$ cat config.mk
export PLATFORM = sky130hd
export DESIGN_NAME = saph_fpu_arbiter_flat
export DESIGN_NICKNAME = d
export VERILOG_FILES = /design/src/rtl/saph_fpu_arbiter_if.sv /design/src/rtl/saph_fpu_arbiter.sv /design/src/flat_wrapper.sv
export SDC_FILE = /design/constraint.sdc
export NUM_CORES = 1
export LEC_CHECK = 0
export CAP_MARGIN = 10
export CORE_AREA = 8 8 194 196
export DETAILED_ROUTE_END_ITERATION = 10
export DIE_AREA = 0 0 202 204
export SYNTH_ARGS = -nofsm -noshare
export SYNTH_HDL_FRONTEND = slang
export SYNTH_SLANG_ARGS = --single-unit
$ cat constraint.sdc
create_clock -name clk -period 9.5 [get_ports clk]
set_input_delay 2.85 -clock clk [delete_from_list [all_inputs] [get_ports clk]]
set_output_delay 2.85 -clock clk [all_outputs]
set_load 0.02 [all_outputs]
$ cat src/rtl/saph_fpu_arbiter_if.sv
// rtl/saph_fpu_arbiter_if.sv - requester, response and FPU signal bundle for the FPU arbiter
interface saph_fpu_arbiter_if #(
  parameter int NREQ = 4
);
  logic [NREQ-1:0]      req_valid;
  logic [NREQ-1:0]      req_ready;
  logic [2*NREQ-1:0]    req_mode;
  logic [32*NREQ-1:0]   req_lhs;
  logic [32*NREQ-1:0]   req_rhs;
  logic [NREQ-1:0]      resp_valid;
  logic [NREQ-1:0]      resp_ready;
  logic [32*NREQ-1:0]   resp_res;
  logic [NREQ-1:0]      resp_err;
  logic                 fpu_d_trig;
  logic [1:0]           fpu_d_mode;
  logic [31:0]          fpu_d_lhs;
  logic [31:0]          fpu_d_rhs;
  logic                 fpu_d_ready;
  logic [3:0]           fpu_has_modes;
  logic                 fpu_q_trig;
  logic [31:0]          fpu_q_res;
  logic                 seq_err;

  // Environment side: requesters plus the FPU itself
  modport master (
    output req_valid, req_mode, req_lhs, req_rhs, resp_ready,
    output fpu_d_ready, fpu_has_modes, fpu_q_trig, fpu_q_res,
    input  req_ready, resp_valid, resp_res, resp_err,
    input  fpu_d_trig, fpu_d_mode, fpu_d_lhs, fpu_d_rhs, seq_err
  );

  // Arbiter side
  modport slave (
    input  req_valid, req_mode, req_lhs, req_rhs, resp_ready,
    input  fpu_d_ready, fpu_has_modes, fpu_q_trig, fpu_q_res,
    output req_ready, resp_valid, resp_res, resp_err,
    output fpu_d_trig, fpu_d_mode, fpu_d_lhs, fpu_d_rhs, seq_err
  );
endinterface

$ cat src/rtl/saph_fpu_arbiter.sv
// rtl/saph_fpu_arbiter.sv - round-robin arbiter sharing one fixed-latency FPU among NREQ requesters
module saph_fpu_arbiter #(
  parameter int NREQ    = 4,
  parameter int LATENCY = 2
) (
  input  logic              clk,
  input  logic              rst_n,
  saph_fpu_arbiter_if.slave bus
);
  localparam int             IDW    = (NREQ > 1) ? $clog2(NREQ) : 1;
  localparam logic [IDW:0]   NREQ_W = (IDW+1)'(NREQ);

  logic [NREQ-1:0]           busy_q, busy_d;
  logic [NREQ-1:0]           rv_q, rv_d;
  logic [NREQ-1:0]           err_q, err_d;
  logic [NREQ-1:0][31:0]     res_q, res_d;
  logic [IDW-1:0]            last_grant_q, last_grant_d;
  logic                      seq_err_q, seq_err_d;

  logic [1:0]                mode_a [NREQ];
  logic [31:0]               lhs_a  [NREQ];
  logic [31:0]               rhs_a  [NREQ];
  logic [NREQ-1:0]           eligible;
  logic                      grant_vld;
  logic [IDW-1:0]            grant_id;
  logic [IDW:0]              cand;
  logic [1:0]                g_mode;
  logic                      supported;
  logic                      issue;
  logic                      exit_vld;
  logic [IDW-1:0]            exit_id;

  // Split the flat request buses into per-requester fields
  always_comb begin
    for (int i = 0; i < NREQ; i++) begin
      mode_a[i] = bus.req_mode[2*i +: 2];
      lhs_a[i]  = bus.req_lhs[32*i +: 32];
      rhs_a[i]  = bus.req_rhs[32*i +: 32];
    end
  end

  // Round-robin search beginning one past the last granted requester
  always_comb begin
    eligible  = bus.req_valid & ~busy_q & {NREQ{bus.fpu_d_ready}};
    grant_vld = 1'b0;
    grant_id  = '0;
    cand      = '0;
    for (int k = 1; k <= NREQ; k++) begin
      cand = {1'b0, last_grant_q} + (IDW+1)'(k);
      if (cand >= NREQ_W) begin
        cand = cand - NREQ_W;
      end
      if (!grant_vld && eligible[cand[IDW-1:0]]) begin
        grant_vld = 1'b1;
        grant_id  = cand[IDW-1:0];
      end
    end
  end

  // Accept the winner and forward its operation when the FPU supports the mode
  always_comb begin
    g_mode         = mode_a[grant_id];
    supported      = bus.fpu_has_modes[g_mode];
    issue          = grant_vld & supported & rst_n;
    bus.req_ready  = '0;
    if (grant_vld && rst_n) begin
      bus.req_ready[grant_id] = 1'b1;
    end
    bus.fpu_d_trig = issue;
    bus.fpu_d_mode = g_mode;
    bus.fpu_d_lhs  = lhs_a[grant_id];
    bus.fpu_d_rhs  = rhs_a[grant_id];
  end

  generate
    if (LATENCY == 0) begin : g_tag_comb
      assign exit_vld = issue;
      assign exit_id  = grant_id;
    end else begin : g_tag_pipe
      logic [LATENCY-1:0]          tag_vld_q;
      logic [LATENCY-1:0][IDW-1:0] tag_id_q;

      // Delay the issue tag so it leaves exactly when the FPU result is due
      always_ff @(posedge clk or negedge rst_n) begin
        if (!rst_n) begin
          tag_vld_q <= '0;
          tag_id_q  <= '0;
        end else begin
          tag_vld_q[0] <= issue;
          tag_id_q[0]  <= grant_id;
          for (int s = 1; s < LATENCY; s++) begin
            tag_vld_q[s] <= tag_vld_q[s-1];
            tag_id_q[s]  <= tag_id_q[s-1];
          end
        end
      end

      assign exit_vld = tag_vld_q[LATENCY-1];
      assign exit_id  = tag_id_q[LATENCY-1];
    end
  endgenerate

  // Busy/response bookkeeping; busy guarantees a buffer is never written while handshaking
  always_comb begin
    busy_d       = busy_q;
    rv_d         = rv_q;
    err_d        = err_q;
    res_d        = res_q;
    last_grant_d = last_grant_q;
    seq_err_d    = seq_err_q;
    for (int i = 0; i < NREQ; i++) begin
      if (rv_q[i] && bus.resp_ready[i]) begin
        rv_d[i]   = 1'b0;
        busy_d[i] = 1'b0;
      end
    end
    if (grant_vld) begin
      busy_d[grant_id] = 1'b1;
      last_grant_d     = grant_id;
      if (!supported) begin
        rv_d[grant_id]  = 1'b1;
        err_d[grant_id] = 1'b1;
        res_d[grant_id] = '0;
      end
    end
    if (bus.fpu_q_trig != exit_vld) begin
      seq_err_d = 1'b1;
    end else if (exit_vld) begin
      rv_d[exit_id]  = 1'b1;
      err_d[exit_id] = 1'b0;
      res_d[exit_id] = bus.fpu_q_res;
    end
  end

  // State registers
  always_ff @(posedge clk or negedge rst_n) begin
    if (!rst_n) begin
      busy_q       <= '0;
      rv_q         <= '0;
      err_q        <= '0;
      res_q        <= '0;
      last_grant_q <= IDW'(NREQ-1);
      seq_err_q    <= 1'b0;
    end else begin
      busy_q       <= busy_d;
      rv_q         <= rv_d;
      err_q        <= err_d;
      res_q        <= res_d;
      last_grant_q <= last_grant_d;
      seq_err_q    <= seq_err_d;
    end
  end

  assign bus.resp_valid = rv_q;
  assign bus.resp_err   = err_q;
  assign bus.resp_res   = res_q;
  assign bus.seq_err    = seq_err_q;
endmodule

$ cat src/flat_wrapper.sv
// flat-port wrapper written by rule: the top's interface ports become plain ports
module saph_fpu_arbiter_flat 
#(
  parameter int NREQ    = 4,
  parameter int LATENCY = 2
)
  (clk, rst_n, bus_req_valid, bus_req_mode, bus_req_lhs, bus_req_rhs, bus_resp_ready, bus_fpu_d_ready, bus_fpu_has_modes, bus_fpu_q_trig, bus_fpu_q_res, bus_req_ready, bus_resp_valid, bus_resp_res, bus_resp_err, bus_fpu_d_trig, bus_fpu_d_mode, bus_fpu_d_lhs, bus_fpu_d_rhs, bus_seq_err);
  saph_fpu_arbiter_if #(.NREQ(NREQ)) bus_i ();
  input  logic clk;
  input  logic rst_n;
  input wire logic [$bits(bus_i.req_valid)-1:0] bus_req_valid;
  input wire logic [$bits(bus_i.req_mode)-1:0] bus_req_mode;
  input wire logic [$bits(bus_i.req_lhs)-1:0] bus_req_lhs;
  input wire logic [$bits(bus_i.req_rhs)-1:0] bus_req_rhs;
  input wire logic [$bits(bus_i.resp_ready)-1:0] bus_resp_ready;
  input wire logic [$bits(bus_i.fpu_d_ready)-1:0] bus_fpu_d_ready;
  input wire logic [$bits(bus_i.fpu_has_modes)-1:0] bus_fpu_has_modes;
  input wire logic [$bits(bus_i.fpu_q_trig)-1:0] bus_fpu_q_trig;
  input wire logic [$bits(bus_i.fpu_q_res)-1:0] bus_fpu_q_res;
  output wire logic [$bits(bus_i.req_ready)-1:0] bus_req_ready;
  output wire logic [$bits(bus_i.resp_valid)-1:0] bus_resp_valid;
  output wire logic [$bits(bus_i.resp_res)-1:0] bus_resp_res;
  output wire logic [$bits(bus_i.resp_err)-1:0] bus_resp_err;
  output wire logic [$bits(bus_i.fpu_d_trig)-1:0] bus_fpu_d_trig;
  output wire logic [$bits(bus_i.fpu_d_mode)-1:0] bus_fpu_d_mode;
  output wire logic [$bits(bus_i.fpu_d_lhs)-1:0] bus_fpu_d_lhs;
  output wire logic [$bits(bus_i.fpu_d_rhs)-1:0] bus_fpu_d_rhs;
  output wire logic [$bits(bus_i.seq_err)-1:0] bus_seq_err;
  assign bus_i.req_valid = bus_req_valid;
  assign bus_i.req_mode = bus_req_mode;
  assign bus_i.req_lhs = bus_req_lhs;
  assign bus_i.req_rhs = bus_req_rhs;
  assign bus_i.resp_ready = bus_resp_ready;
  assign bus_i.fpu_d_ready = bus_fpu_d_ready;
  assign bus_i.fpu_has_modes = bus_fpu_has_modes;
  assign bus_i.fpu_q_trig = bus_fpu_q_trig;
  assign bus_i.fpu_q_res = bus_fpu_q_res;
  assign bus_req_ready = bus_i.req_ready;
  assign bus_resp_valid = bus_i.resp_valid;
  assign bus_resp_res = bus_i.resp_res;
  assign bus_resp_err = bus_i.resp_err;
  assign bus_fpu_d_trig = bus_i.fpu_d_trig;
  assign bus_fpu_d_mode = bus_i.fpu_d_mode;
  assign bus_fpu_d_lhs = bus_i.fpu_d_lhs;
  assign bus_fpu_d_rhs = bus_i.fpu_d_rhs;
  assign bus_seq_err = bus_i.seq_err;
  saph_fpu_arbiter #(.NREQ(NREQ), .LATENCY(LATENCY)) u_core (.clk(clk), .rst_n(rst_n), .bus(bus_i));
endmodule
; ---- Word-level counts from Yosys, hierarchy flattened
; Index checks and enable logic that the tools add are counted.
[word_totals]
regBits = 149
input_bits = 312
out_inout_bits = 208
[classes]
n_addsub = 8
magnitude_cmp = 14
n_eq_ne = 1
muxes = 62
n_bitwise = 14
n_reduce_logical = 13
[op_table]
columns = cell, n
row1 = 128-bit two-way mux, 4
row2 = 32-bit two-way mux, 6
row3 = 128-bit AND, 1
row4 = 32-bit binary-select mux with 2-bit select, 2
row5 = 128-bit bitwise mux, 1
row6 = 32-bit demux with 2-bit select, 2
row7 = 128-bit inverter, 1
row8 = 4-bit two-way mux, 10
row9 = "2-bit by 3-bit < comparator with 1-bit output, second input constant", 7
row10 = 2-bit two-way mux, 10
row11 = 1-bit two-way mux, 19
row12 = 4-bit OR, 4
row13 = "3-bit >= comparator, second input constant", 5
row14 = 4-bit AND, 3
row15 = 1-bit binary-select mux with 2-bit select, 5
row16 = 1-bit logical AND, 10
row17 = 4-bit inverter, 2
row18 = "2-bit by 1-bit subtractor with 2-bit output, second input constant", 4
row19 = "2-bit by 2-bit adder with 3-bit output, second input constant", 2
row20 = 2-bit binary-select mux with 2-bit select, 1
row21 = 1-bit demux with 2-bit select, 2
row22 = "2-bit by 1-bit >= comparator with 1-bit output, second input constant", 2
row23 = "2-bit by 1-bit adder with 3-bit output, second input constant", 1
row24 = "2-bit by 3-bit adder with 3-bit output, second input constant", 1
row25 = 4 further kinds, 7

; ---- Longest topological paths before layout
[depth]
ltp_word = 26
mapped_depth = 13
depth_no_buf = 9

; ---- Worst setup path before layout
; Ideal clock, no wire load.
[synth_path]
path_type = in2out
start = input port bus_req_valid[2]
end = output port bus_fpu_d_trig
arrival_time_ps = 5466
slack_ps = 1184
path_stages = 11
n_path_buf = 2
cell_sequence = nor2b_2 > a21boi_2 > a211o_1 > nor2_1 > a21oi_4 > inv_2 > mux2i_1 > mux4_2 > buf_2 > buf_6 > o21ai_0
[synth_via]
elab_chain_len = 22
[synth_rtl]
columns = item, line_no
row1 = from (decl), flat_wrapper.sv:11  ; input wire logic [$bits(bus_i.req_valid)-1:0] bus_req_valid;
row2 = 4-bit AND (*) (2 in a row), saph_fpu_arbiter.sv:44  ; eligible = bus.req_valid & ~busy_q & {NREQ{bus.fpu_d_ready}};
row3 = 1-bit binary-select mux with 2-bit select, saph_fpu_arbiter.sv:53  ; if (!grant_vld && eligible[cand[IDW-1:0]]) begin
row4 = 1-bit two-way mux (implied by the code), saph_fpu_arbiter.sv:53
row5 = 1-bit two-way mux, saph_fpu_arbiter.sv:53
row6 = 1-bit zero test, saph_fpu_arbiter.sv:53
row7 = 1-bit logical AND, saph_fpu_arbiter.sv:53
row8 = 1-bit two-way mux, saph_fpu_arbiter.sv:53
row9 = 1-bit zero test, saph_fpu_arbiter.sv:53
row10 = [... 3 more ...], -
row11 = 1-bit logical AND, saph_fpu_arbiter.sv:53
row12 = 2-bit two-way mux, saph_fpu_arbiter.sv:53
row13 = 2-bit inverter with 3-bit output (implied by the code), saph_fpu_arbiter.sv:62  ; g_mode = mode_a[grant_id];
row14 = 2-bit binary-select mux with 2-bit select, saph_fpu_arbiter.sv:62
row15 = 2-bit two-way mux (implied by the code) (2 in a row), saph_fpu_arbiter.sv:62
row16 = 1-bit binary-select mux with 2-bit select, saph_fpu_arbiter.sv:63  ; supported = bus.fpu_has_modes[g_mode];
row17 = 1-bit two-way mux (implied by the code), saph_fpu_arbiter.sv:63
row18 = 1-bit AND (*) (2 in a row), saph_fpu_arbiter.sv:64  ; issue = grant_vld & supported & rst_n;
row19 = to (decl), flat_wrapper.sv:24  ; output wire logic [$bits(bus_i.fpu_d_trig)-1:0] bus_fpu_d_trig;
; Every way passes the cells marked *; elsewhere a longest branch is shown, timed or not. The select of a mux whose other input is x is not followed.

; ---- Final worst setup path
[layout_path]
start = input port bus_req_valid[2]
end = output port bus_fpu_d_rhs[19]
[layout_via]
elab_chain_len = 18
[layout_rtl]
columns = item, line_no
row1 = 4-bit AND (*) (2 in a row), saph_fpu_arbiter.sv:44
row2 = 1-bit binary-select mux with 2-bit select, saph_fpu_arbiter.sv:53
row3 = 1-bit two-way mux (implied by the code), saph_fpu_arbiter.sv:53
row4 = 1-bit two-way mux, saph_fpu_arbiter.sv:53
row5 = 1-bit zero test, saph_fpu_arbiter.sv:53
row6 = 1-bit logical AND, saph_fpu_arbiter.sv:53
row7 = 1-bit two-way mux, saph_fpu_arbiter.sv:53
row8 = 1-bit zero test, saph_fpu_arbiter.sv:53
row9 = 1-bit logical AND, saph_fpu_arbiter.sv:53
row10 = 1-bit two-way mux, saph_fpu_arbiter.sv:53
row11 = 1-bit zero test, saph_fpu_arbiter.sv:53
row12 = 1-bit logical AND, saph_fpu_arbiter.sv:53
row13 = 2-bit two-way mux (*), saph_fpu_arbiter.sv:53
row14 = 2-bit inverter with 3-bit output (implied by the code) (*), saph_fpu_arbiter.sv:72  ; bus.fpu_d_rhs = rhs_a[grant_id];
row15 = 32-bit binary-select mux with 2-bit select (*), saph_fpu_arbiter.sv:72
row16 = 32-bit two-way mux (implied by the code) (*) (2 in a row), saph_fpu_arbiter.sv:72
row17 = to (decl), flat_wrapper.sv:27  ; output wire logic [$bits(bus_i.fpu_d_rhs)-1:0] bus_fpu_d_rhs;
; Marks and branches as above.

==> metrics.yaml <==
detailed_routing:
  drt_iter0_markers: 656
  vias: 9836
  dr.pass1.iters: 5
  avgViaCountPerCell: 4.91
  ant_nets: 0
  wl_mm: 46.4
  route.detailed.drc: 0
  routedWlPerCell_microns: 23.2
critical_path:
  reg2reg_depth: 10
  cp.buffers_inverters: 3
  cp_max_fo: 30
  critical_path.top_delay_family: "buffers and inverters"
  crit_cells: 11
  crit_path_start: "bus_req_valid[2]"
  critical_path_class: "in2out"
  required_ns: 6.65
  path_cells: "clkdlybuf4s50_1 -> nor2b_2 -> a21boi_2 -> a211o_1 -> nor2_1 -> a21oi_4 -> buf_4 -> nand2_1 -> and3_1 -> a31oi_1 -> clkdlybuf4s50_1"
  slowest_delay_ns: 0.74
  r2r_slack_ns: 5.71
  r2r_end: "u_core.bus.resp_valid[3]$_DFF_PN0_"
  cp-end-kind: "primary output"
  path_common_cell: "clkdlybuf4s50_1"
  cp_slowest_cell: "clkdlybuf4s50_1"
  startpoint_type: "input port"
  r2r-start: "u_core.last_grant_q[0]$_DFFE_PN1N_"
  crit_arrival_ns: 6.32
finish:
  fin_nets: 1836
  utilization_pct: 42.9
  n_fill_cell: 3423
  drive_gt1_share_pct: 5.99
  syn2layout_area_growth_pct: 71.2
clock_network:
  cts_made_buffers: 17
  cts_hold_buf: 0
  root_buffer: "clkbuf_16"
  cts-resized-gates: 0
  clkTransAtPathRegs_ns: 0.06
  htree_levels: 4
  postCtsSetupRepairBufs: 0
  clkSinkCount: 149
  cts_buffer_depth: 2
  cts_tree: "yes"
  clk_latency_ns: 0.43
global_routing:
  antenna_found_initial: 3
  grt_overflow: 0
  grt_max_degree: 101
  grt_pass1_vias: 10000
  grt_pass1_wl_mm: 67.6
  track_usage_pct: 21.4
floorplanning:
  initial_core_util_pct: 25.1
  die-area_sq_um: 41200
  die_y_microns: 204
  die_x_microns: 202
  core-area_sq_um: 34800
  rows: 69
  ioPinCount: 520
hold_path:
  hold_path_end: "u_core.exit_id[1]$_DFF_PN0_"
  min_from: "u_core.g_tag_pipe.tag_id_q[1]$_DFF_PN0_"
  holdPathStages: 0
  hold_path.class: "reg2reg"
logic_synthesis:
  synth-seq-area-share_pct: 42.8
  synthCells: 1054
  synth_seq_cells: 149
  synth.most_common_cell: "nand2_1"
  synth_cell_type_count: 64
  synthArstFlopShare_pct: 100
  synth_edf_count: 0
  yosys_warnings: 0
  synth_area_sq_um: 8730
  synth_fp_nets: 1366
  synth_top_area_share_pct: 42.2
  synth.area.top_cells: "dfrtp_1, nand2_1, mux2i_1"
  synth_top_cells_by_count: "nand2_1, dfrtp_1, mux2i_1"
  synth_top_area_cell: "dfrtp_1"
  ys.flop_type: "dfrtp_1"
  avgSynthCellArea_sq_um: 8.28
place:
  io_buffers: 519
  place.gp.congestion: 0.955
  dpl.hpwl_mm: 36.1
power:
  peakVddDrop_v: 0.000141
  p_clk_share_pct: 15.6
  swShare_pct: 45.9
  seqPwrFrac_pct: 23.3
  p_switching_w: 0.00200
  leakage_nw: 7.09
  internal-power_w: 0.00235
  p_comb_share_pct: 61.1
  power.density_nw_per_um2: 291
sta:
  worst_pin_slew_ns: 0.971
  final-setup-viol-count: 0
  period_needed_ns: 9.17
  post-route-period-util_pct: 96.5
  hold_violations: 0
  slew_headroom_pct: 35.3
  rsz0062_at_grt: "no"
  maxSlewViolCount: 0
  fin_tns_setup_ns: 0
  max_freq_mhz: 109
  fin_skew_ns: 0.0156
job:
  drv_cap: 0
run_status:
  outcome: "completed"
==> layout make-up <==
cell class | instances | area, sq um | share of cell area, %
Multi-Input combinational cell | 800 | 4580 | 30.7
Tap cell | 461 | 577 | 3.86
Sequential cell | 149 | 3730 | 25.0
Inverter | 13 | 51.3 | 0.343
Clock inverter | 14 | 159 | 1.06
Timing Repair Buffer | 543 | 5400 | 36.1
Antenna cell | 4 | 10.0 | 0.0670
Clock buffer | 18 | 429 | 2.87
==> worst max path at each step <==
| stage | to | slack, ns |
|---|---|---|
| 3_5_place_dp | bus_fpu_d_rhs[19] | 0.46 |
| 3_3_place_gp | bus_fpu_d_rhs[19] | 0.47 |
| 4_1_cts | bus_fpu_d_rhs[19] | 0.44 |
| 2_1_floorplan | bus_fpu_d_trig | 1.18 |
| 5_1_grt | bus_fpu_d_rhs[19] | 0.21 |
| 6_report | bus_fpu_d_rhs[19] | 0.33 |
==> cell families (layout without fill, tap and decap cells) <==
kind of cell	count (synthesis)	in the layout	share of synthesized area (%)
other cells	0	4	0
simple gates	483	483	24.8
flops	149	149	42.8
mux	101	101	11.7
buf+inv	105	588	5.02
compound gates	216	216	15.6
==> per-stage QoR <==
step	hold slack [ns]	power, W	instance area, sq um	cells	setup slack, ns
after floorplan	0.331	0.00238	8730	1054	1.18
after global placement	0.331	0.00367	14300	1966	0.470
after detailed placement	0.337	0.00369	14300	1966	0.463
after CTS	0.350	0.00439	14900	1998	0.441
after global routing	0.371	0.00460	14900	2001	0.209
final	0.349	0.00435	14900	2002	0.334
==> layer usage <==
layer	wire length, microns	global-route usage, %
met1	19200	27.0
met2	22600	35.6
met3	3750	6.39
met4	825	5.24
met5	0	0
==> placed cells by master (no fill, tap or decap), types with 9 or more instances in the layout <==
cell type,n
mux2i_1,99
inv_1,11
nand2_1,271
clkdlybuf4s50_1,517
a31oi_1,65
a21oi_2,10
and3_1,71
buf_4,23
nor3_1,33
nor2_1,75
o21ai_0,9
clkbuf_16,17
dfrtp_1,147
a21oi_1,91
==> power groups by stage <==
stage / clock, W / sequential [W] / combinational [W]
2_1_floorplan: 0 / 0.00122 / 0.00116
3_3_place_gp: 0 / 0.00102 / 0.00266
3_5_place_dp: 0 / 0.00102 / 0.00267
4_1_cts: 0.000695 / 0.00101 / 0.00268
5_1_grt: 0.000720 / 0.00104 / 0.00284
6_report: 0.000677 / 0.00101 / 0.00266
==> state kept, by name (all words and copies together) (netlist names), 2 cells and up <==
signal	cells
u_core.exit_id	2
u_core.bus.resp_res	128
u_core.busy_q	4
u_core.g_tag_pipe.tag_vld_q	2
u_core.last_grant_q	2
u_core.g_tag_pipe.tag_id_q	2
u_core.bus.resp_valid	4
u_core.bus.resp_err	4
Power figures use the tool's default switching activity.
